**config.mk**
```make
export PLATFORM = sky130hd
export DESIGN_NAME = imem_loader_flat
export DESIGN_NICKNAME = d
export VERILOG_FILES = /design/src/rtl/selevy_pkg.sv /design/src/rtl/imem_loader_if.sv /design/src/rtl/imem_loader_word_assembler.sv /design/src/rtl/imem_loader.sv /design/src/flat_wrapper.sv
export SDC_FILE = /design/constraint.sdc
export NUM_CORES = 1
export LEC_CHECK = 0
export ABC_CLOCK_PERIOD_IN_PS = 3300
export CORE_MARGIN = 1
export CORE_UTILIZATION = 55
export DETAILED_ROUTE_END_ITERATION = 8
export PLACE_DENSITY = 0.91
export SYNTH_ARGS = -nofsm -noshare
export SYNTH_HDL_FRONTEND = slang
export SYNTH_SLANG_ARGS = --single-unit
```
**constraint.sdc**
```tcl
create_clock -name CLK -period 3.3 [get_ports CLK]
set_input_delay 0.99 -clock CLK [delete_from_list [all_inputs] [get_ports CLK]]
set_output_delay 0.99 -clock CLK [all_outputs]
set_load 0.02 [all_outputs]
```
**src/rtl/selevy_pkg.sv**
```systemverilog
// Shared definitions for the instruction-memory boot loader: FSM states,
// the default frame marker and the memory word width.
package selevy_pkg;

  localparam int WORD_W = 32;
  localparam logic [7:0] DEFAULT_SYNC_BYTE = 8'hA5;

  typedef enum logic [2:0] {
    IDLE,
    CNT0,
    CNT1,
    DATA,
    WRITE,
    CSUM,
    DONE,
    ERR
  } loader_state_e;

endpackage

```
**src/rtl/imem_loader_if.sv**
```systemverilog
// Byte-stream input handshake plus instruction-memory write port of the loader.
interface imem_loader_if;
  import selevy_pkg::*;

  logic [7:0]        in_data;
  logic              in_valid;
  logic              in_ready;
  logic              mem_we;
  logic [WORD_W-1:0] mem_addr;
  logic [WORD_W-1:0] mem_wdata;

  modport master (
    output in_data, in_valid,
    input  in_ready, mem_we, mem_addr, mem_wdata
  );

  modport slave (
    input  in_data, in_valid,
    output in_ready, mem_we, mem_addr, mem_wdata
  );
endinterface

```
**src/rtl/imem_loader_word_assembler.sv**
```systemverilog
// Collects four bytes, least-significant first, into a 32-bit word.
module word_assembler
  import selevy_pkg::*;
(
  input  logic              clk,
  input  logic              srst,
  input  logic [7:0]        data_byte,
  input  logic              load,
  input  logic              clear,
  output logic [WORD_W-1:0] word,
  output logic              full
);

  logic [1:0] idx_reg;
  logic [7:0] lane_reg [4];

  always_ff @(posedge clk) begin
    if (srst || clear) begin
      idx_reg <= 2'd0;
    end else if (load) begin
      idx_reg <= idx_reg + 2'd1;
    end
  end

  // Each lane takes its upper neighbour; the top lane takes the new byte.
  generate
    for (genvar gi = 0; gi < 4; gi++) begin : g_lane
      always_ff @(posedge clk) begin
        if (srst || clear) begin
          lane_reg[gi] <= 8'd0;
        end else if (load) begin
          if (gi == 3) begin
            lane_reg[gi] <= data_byte;
          end else begin
            lane_reg[gi] <= lane_reg[(gi + 1) % 4];
          end
        end
      end
    end
  endgenerate

  // The word is presented in the same cycle as its 4th byte arrives.
  assign full = load && (idx_reg == 2'd3);
  assign word = {data_byte, lane_reg[3], lane_reg[2], lane_reg[1]};

endmodule

```
**src/rtl/imem_loader.sv**
```systemverilog
// Boot loader: parses a framed byte stream, writes words to instruction memory,
// verifies the XOR checksum and holds the core in reset until a good image lands.
module imem_loader
  import selevy_pkg::*;
#(
  parameter int         DEPTH_WORDS = 256,
  parameter logic [7:0] SYNC_BYTE   = DEFAULT_SYNC_BYTE
) (
  input  logic         CLK,
  input  logic         reset,
  imem_loader_if.slave bus,
  output logic         cpu_hold,
  output logic         done,
  output logic         err
);

  localparam logic [16:0] DEPTH_L = 17'(DEPTH_WORDS);

  loader_state_e     state_reg, state_next;
  logic [7:0]        cnt_lo_reg;
  logic [15:0]       cnt_reg;
  logic [15:0]       word_idx_reg;
  logic [7:0]        csum_reg;
  logic              mem_we_reg;
  logic [WORD_W-1:0] mem_addr_reg;
  logic [WORD_W-1:0] mem_wdata_reg;
  logic              cpu_hold_reg;
  logic              done_reg;
  logic              err_reg;

  logic              fire;
  logic              sync_hit;
  logic              csum_upd;
  logic              asm_load;
  logic              asm_full;
  logic [WORD_W-1:0] asm_word;
  logic [15:0]       cnt_full;
  logic [15:0]       word_idx_inc;

  assign bus.in_ready = (state_reg != WRITE);
  assign fire         = bus.in_valid && bus.in_ready;
  assign cnt_full     = {bus.in_data, cnt_lo_reg};
  assign word_idx_inc = word_idx_reg + 16'd1;

  word_assembler u_asm (
    .clk       (CLK),
    .srst      (reset),
    .data_byte (bus.in_data),
    .load      (asm_load),
    .clear     (sync_hit),
    .word      (asm_word),
    .full      (asm_full)
  );

  always_ff @(posedge CLK) begin
    if (reset) begin
      state_reg <= IDLE;
    end else begin
      state_reg <= state_next;
    end
  end

  always_comb begin
    state_next = state_reg;
    sync_hit   = 1'b0;
    csum_upd   = 1'b0;
    asm_load   = 1'b0;
    case (state_reg)
      IDLE, DONE, ERR: begin
        if (fire && bus.in_data == SYNC_BYTE) begin
          sync_hit   = 1'b1;
          state_next = CNT0;
        end
      end
      CNT0: begin
        if (fire) begin
          csum_upd   = 1'b1;
          state_next = CNT1;
        end
      end
      CNT1: begin
        if (fire) begin
          csum_upd = 1'b1;
          if ({1'b0, cnt_full} > DEPTH_L) begin
            state_next = ERR;
          end else if (cnt_full == 16'd0) begin
            state_next = CSUM;
          end else begin
            state_next = DATA;
          end
        end
      end
      DATA: begin
        if (fire) begin
          csum_upd = 1'b1;
          asm_load = 1'b1;
          if (asm_full) begin
            state_next = WRITE;
          end
        end
      end
      WRITE: begin
        state_next = (word_idx_inc == cnt_reg) ? CSUM : DATA;
      end
      CSUM: begin
        if (fire) begin
          state_next = (bus.in_data == csum_reg) ? DONE : ERR;
        end
      end
      default: state_next = IDLE;
    endcase
  end

  always_ff @(posedge CLK) begin
    if (reset) begin
      cnt_lo_reg    <= 8'd0;
      cnt_reg       <= 16'd0;
      word_idx_reg  <= 16'd0;
      csum_reg      <= 8'd0;
      mem_we_reg    <= 1'b0;
      mem_addr_reg  <= '0;
      mem_wdata_reg <= '0;
      cpu_hold_reg  <= 1'b1;
      done_reg      <= 1'b0;
      err_reg       <= 1'b0;
    end else begin
      if (state_reg == CNT0 && fire) begin
        cnt_lo_reg <= bus.in_data;
      end
      if (state_reg == CNT1 && fire) begin
        cnt_reg <= cnt_full;
      end
      if (sync_hit) begin
        csum_reg     <= 8'd0;
        word_idx_reg <= 16'd0;
      end else begin
        if (csum_upd) begin
          csum_reg <= csum_reg ^ bus.in_data;
        end
        if (state_reg == WRITE) begin
          word_idx_reg <= word_idx_inc;
        end
      end
      // WRITE is only entered from DATA, so this is a single-cycle strobe.
      mem_we_reg <= (state_next == WRITE);
      if (state_next == WRITE) begin
        mem_addr_reg  <= WORD_W'({word_idx_reg, 2'b00});
        mem_wdata_reg <= asm_word;
      end
      cpu_hold_reg <= (state_next != DONE);
      done_reg     <= (state_next == DONE);
      err_reg      <= (state_next == ERR);
    end
  end

  assign bus.mem_we    = mem_we_reg;
  assign bus.mem_addr  = mem_addr_reg;
  assign bus.mem_wdata = mem_wdata_reg;
  assign cpu_hold      = cpu_hold_reg;
  assign done          = done_reg;
  assign err           = err_reg;

endmodule

```
**src/flat_wrapper.sv**
```systemverilog
// flat-port wrapper written by rule: the top's interface ports become plain ports
module imem_loader_flat import selevy_pkg::*;
#(
  parameter int         DEPTH_WORDS = 256,
  parameter logic [7:0] SYNC_BYTE   = DEFAULT_SYNC_BYTE
)
  (CLK, reset, cpu_hold, done, err, bus_in_data, bus_in_valid, bus_in_ready, bus_mem_we, bus_mem_addr, bus_mem_wdata);
  imem_loader_if bus_i ();
  input  logic CLK;
  input  logic reset;
  output logic cpu_hold;
  output logic done;
  output logic err;
  input wire logic [$bits(bus_i.in_data)-1:0] bus_in_data;
  input wire logic [$bits(bus_i.in_valid)-1:0] bus_in_valid;
  output wire logic [$bits(bus_i.in_ready)-1:0] bus_in_ready;
  output wire logic [$bits(bus_i.mem_we)-1:0] bus_mem_we;
  output wire logic [$bits(bus_i.mem_addr)-1:0] bus_mem_addr;
  output wire logic [$bits(bus_i.mem_wdata)-1:0] bus_mem_wdata;
  assign bus_i.in_data = bus_in_data;
  assign bus_i.in_valid = bus_in_valid;
  assign bus_in_ready = bus_i.in_ready;
  assign bus_mem_we = bus_i.mem_we;
  assign bus_mem_addr = bus_i.mem_addr;
  assign bus_mem_wdata = bus_i.mem_wdata;
  imem_loader #(.DEPTH_WORDS(DEPTH_WORDS), .SYNC_BYTE(SYNC_BYTE)) u_core (.CLK(CLK), .reset(reset), .bus(bus_i), .cpu_hold(cpu_hold), .done(done), .err(err));
endmodule
```
### Word level (Yosys, flattened, before mapping)

Memories as Yosys holds them, arrays and structs flattened.
Cells that the tools add are included.

* $add $sub $neg: 2
* magnitude comparators: 1
* equal/unequal tests: 16
* muxes and demuxes: 25
* bitwise gates (word level): 5
* reductions and logical operators: 11

Operators by type and width (number)
* 2-to-1 mux 8 bit: 4
* 2-to-1 mux 3 bit: 9
* equality test 3 bit, second input constant: 7
* one-hot mux 3 bit (6 select lines): 1
* adder 16 x 1 -> 16 bit, second input constant: 1
* equality test 16 bit: 1
* > comparator 16 x 9 -> 1 bit, second input constant: 1
* zero test 16 bit: 1
* 2-to-1 mux 1 bit: 11
* equality test 8 bit: 1
* equality test 8 bit, second input constant: 1
* bitwise XOR 8 bit: 1
* equality test 3 x 2 -> 1 bit, second input constant: 2
* inequality test 3 bit, second input constant: 2
* OR reduction 3 bit: 2
* logical AND 1 bit: 5
* OR 1 bit: 4
* equality test 3 x 1 -> 1 bit, second input constant: 1
* zero test 3 bit: 1
* adder 2 x 1 -> 2 bit, second input constant: 1
* equality test 2 bit, second input constant: 1
* OR reduction 2 bit: 1
* logical OR 1 bit: 1

* bits in registers: 105
* bits in writable memories: 32
* input bits: 11
* output and inout bits: 69
* memories: 1

Memory list
* u_core.u_asm.lane_reg: depth 4, bits a word 8, rd ports 3, clocked after memory_dff 0, write ports 4, line imem_loader_word_assembler.sv:15 `logic [7:0] lane_reg [4];`

### Longest topological paths before layout

Gate-level depths: netlist of the first run.

* depth after elaboration: 9
* depth in mapped cells: 12
* depth with buffers taken out: 8

### Modules after synthesis

A second synthesis of the first run with hierarchy kept.

* cells, all modules: 657
* area, all modules: 5823.1 µm²

Modules (own cells, without submodules)
* imem_loader: instances 1, cells an instance 589, area each 4738.3 µm²
* word_assembler: instances 1, cells an instance 68, area each 1084.8 µm²

### Worst setup path after synthesis of the first run

No wires, ideal clock.

* path kind: input to register
* start: input port bus_in_data[7]
* end: memory u_core.u_asm.lane_reg[1][2] (netlist: u_core.u_asm.lane_reg[0][10]), enable pin
* arrival: 2.652 ns
* data required time: 2.916 ns
* setup slack: 0.264 ns
* cell stages on the path: 5
* path buffers: 1
* cells stage by stage: clkbuf_1 > and4_1 > nand3_1 > o21bai_1 > nand2b_1

RTL lines
* start: declaration: line flat_wrapper.sv:14 `input wire logic [$bits(bus_i.in_data)-1:0] bus_in_data;`
* end: declaration: line imem_loader_word_assembler.sv:15

### Worst setup path after layout of the first run

* start: register u_core.state_reg[0]
* end: output port bus_in_ready

* cells in the longest elaborated chain, start to end: 1

RTL lines
* start: declaration: line imem_loader.sv:19 `loader_state_e state_reg, state_next;`
* start signal: assignment: line imem_loader.sv:59 `state_reg <= state_next;`
* inequality test 3 bit: line imem_loader.sv:40 `assign bus.in_ready = (state_reg != WRITE);`
* end: declaration: line flat_wrapper.sv:16 `output wire logic [$bits(bus_i.in_ready)-1:0] bus_in_ready;`

No other way between the ends.

==> results of run 1 <==
==> power groups by stage <==
stage / clock network (W) / logic [W] / registers (W)
3_3_place_gp: 0 / 0.00197 / 0.00204
5_1_grt: 0.00184 / 0.00216 / 0.00205
4_1_cts: 0.00176 / 0.00202 / 0.00203
2_1_floorplan: 0 / 0.00121 / 0.00222
3_5_place_dp: 0 / 0.00201 / 0.00206
6_report: 0.00175 / 0.00202 / 0.00203
==> per-stage QoR <==
stage               setup WS [ns]  TNS, ns  utilization (%)
floorplan                   0.264        0                -
global placement            0.119        0             63.8
detailed placement        -0.0533   -0.210             63.8
CTS                         0.201        0             68.9
global route                0.137        0             68.9
finish                      0.224        0             68.9
==> how the worst min path moves through the flow <==
stage	start	end	slack, ns
after floorplan	u_core.cnt_reg[2]	u_core.cnt_reg[2]	0.44
after CTS	u_core.bus.mem_addr[7]	u_core.bus.mem_addr[7]	0.48
after global placement	u_core.cnt_reg[12]	u_core.cnt_reg[12]	0.46
after global routing	u_core.bus.mem_wdata[6]	u_core.bus.mem_wdata[6]	0.49
after detailed placement	u_core.bus.mem_addr[10]	u_core.bus.mem_addr[10]	0.46
final	u_core.bus.mem_addr[7]	u_core.bus.mem_addr[7]	0.47
==> logic make-up after synthesis <==
kind of cell             share of synthesized area, %
multiplexers                                     8.09
XOR/XNOR                                         7.36
AND/OR/NAND/NOR                                  26.0
other                                          0.0606
flip-flops                                       45.6
AO/OA/AOI/OAI                                    6.10
buffers and inverters                            6.23
adder cells (fa/ha/maj)                         0.606
==> layer usage <==
layer  global-route usage [%]  part of all wire (%)  vias up
li1                         -                     -     2319
met1                     30.2                    41     2288
met2                     43.2                    50      183
met3                     6.87                   5.9       40
met4                     12.4                   2.8        0
met5                        0                     0        -
==> worst max-delay path: cells and delay by family, from the launching register on <==
kind | cells | cell delay (ns)
buffers and inverters | 2 | 0.69
flip-flops | 1 | 0.72
AND/OR/NAND/NOR | 1 | 0.15
==> cell usage after synthesis (2+ instances only) <==
| master | number |
|---|---|
| nand2b_1 | 102 |
| inv_1 | 8 |
| nand4_1 | 7 |
| nand2_1 | 72 |
| or3_1 | 5 |
| mux2i_1 | 50 |
| a21oi_1 | 42 |
| edfxtp_1 | 24 |
| clkbuf_1 | 27 |
| xor2_1 | 27 |
| nor2b_1 | 2 |
| buf_4 | 20 |
| nor4_1 | 8 |
| xnor2_1 | 25 |
| nand3_1 | 12 |
| buf_2 | 13 |
| nor2_1 | 34 |
| or2_2 | 4 |
| o21ai_0 | 11 |
| nor3_1 | 13 |
| and2_1 | 24 |
| and3_1 | 2 |
| dfxtp_1 | 105 |
| ha_1 | 3 |
==> layout make-up <==
| class | count | share of cell area [%] |
|---|---|---|
| Clock buffer | 27 | 6.68 |
| Clock inverter | 5 | 0.700 |
| Inverter | 9 | 0.450 |
| Multi-Input combinational cell | 485 | 40.5 |
| Sequential cell | 129 | 37.6 |
| Tap cell | 140 | 2.33 |
| Timing Repair Buffer | 92 | 11.7 |
==> impl_metrics.ini, run 1 <==
[status]
status = completed

[placement]
port_buffers = 63
dp_cells = 855
dpl.hpwl_um = 9420
gp_congestion = 0.929
post_dp_cell_area_mm2 = 0.00695

[timing]
hold_viol = 0
fin_crit_ns = 3.08
setup_viol = 0
holdWs_ns = 0.470
fmax_mhz = 325
report.final.slew_viol_count = 0
clock-skew-final_ns = 0.00768
slew-limit-headroom_pct = 58.1
min_period_over_period_pct = 93.2
worst_pin_slew_ns = 0.628
rsz0062_at_grt = no

[detailed_routing]
antenna_left = 0
drtIter0Drc = 313
dr.pass1.iters = 5
vias = 4830
detail_route.vias_per_cell = 5.45
drc = 0
drt-total-wl_um = 14000
wl_per_cell_um = 15.8

[hold_path]
hold_path_class = reg -> reg
whs_path_depth = 2

[final_layout]
antennaDiodeCount = 0
fin_nets = 748
regArea_mm2 = 0.00282
final_common_cell = dfxtp_1
synthToLayoutAreaGrowth_pct = 21.3
layout_common_cells = 105 x dfxtp_1, 102 x nand2b_1, 72 x nand2_1
final_area_mm2 = 0.00751
final_layout_size_suffix_gt1_share_pct = 9.24
final_cells = 887
largest_reg_flops = 32
multiInputGateArea_mm2 = 0.00304
num-fill-cells = 765

[power]
clock_power_share_pct = 30.1
peakVddDrop_v = 0.000438
combPwrFrac_pct = 34.9
power_w = 0.00580
p_per_area_mw_per_mm2 = 772
intPower_w = 0.00390
switchingPower_w = 0.00190
power.share.switching_pct = 32.8
pwr-share-seq_pct = 35.0
p_leak_nw = 2.74

[global_route]
grt_pass1_vias = 4765
grt_max_degree = 68
grt_pass1_wl_um = 23000
grt_antenna_before_repair = 0
overflow = 0
track_usage_pct = 25.6

[yosys]
synth-seq-area-share_pct = 45.6
synth-edff-count = 24
async_flop_share_pct = 0
synth_seq_cells = 129
synth.top_cell.area_share_pct = 34.0
yosys_most_used_dff = dfxtp_1
synth_warnings = 0
syn_area_mm2 = 0.00619
yosysUniqueCellTypes = 54
postSynthAreaPerCell_um2 = 9.24
yosys.area.top_type = dfxtp_1
syn_inst = 670
yosys-top-cells-area = dfxtp_1 34%, edfxtp_1 12%, nand2b_1 10%

[die]
die_h_um = 108
die_x_um = 108
die_area_mm2 = 0.0117
num_rows = 38
start_util_pct = 56.8
coreArea_mm2 = 0.0109
ioPinCount = 80

[clock_network]
cts_tree = built
clockBufferDepth = 2
clkLatencyLatePin_ns = 0.53
cts_root_buffer = clkbuf_8
postCtsSetupRepairBufs = 0
numCtsBuffers = 17
cts_sinks = 129
ctsResizeCount = 0
htree_num_levels = 4
ctsHoldBuffers = 0
clk_pin_slew_ns = 0.06

[worst_setup_path]
path_max_fanout = 16
crit_chain = nor2_4 -> clkinv_1 -> clkdlybuf4s50_1
end_kind = primary output
crit_start = u_core.state_reg[0]
reg2regPathDepth = 8
setup.worst_path.end = bus_in_ready
rrSetupSlack_ns = 0.66
startpoint_type = flip-flop
cpPeakStageDelay_ns = 0.72
regToRegStartpoint = u_core.word_idx_reg[0]
setup.worst_path.class = reg -> out
cpMaxStageDelayCell = dfxtp_1
worst_ep_required_time_ns = 2.31
r2r-end = u_core.state_reg[1]
cp.arrival_ns = 2.09

[run]
cap_viol_max_count = 0
Note: power is estimated with default switching activity, not from simulation.
==> inputs of run 2 (changes only) <==
--- a/config.mk
+++ b/config.mk
@@ -9,6 +9,7 @@
 export CORE_MARGIN = 1
 export CORE_UTILIZATION = 55
 export DETAILED_ROUTE_END_ITERATION = 8
+export HOLD_SLACK_MARGIN = 0.05
 export PLACE_DENSITY = 0.91
 export SYNTH_ARGS = -nofsm -noshare
 export SYNTH_HDL_FRONTEND = slang
==> results of run 2 <==
No change in the layout: final DEF, timing and power equal those of run 1.
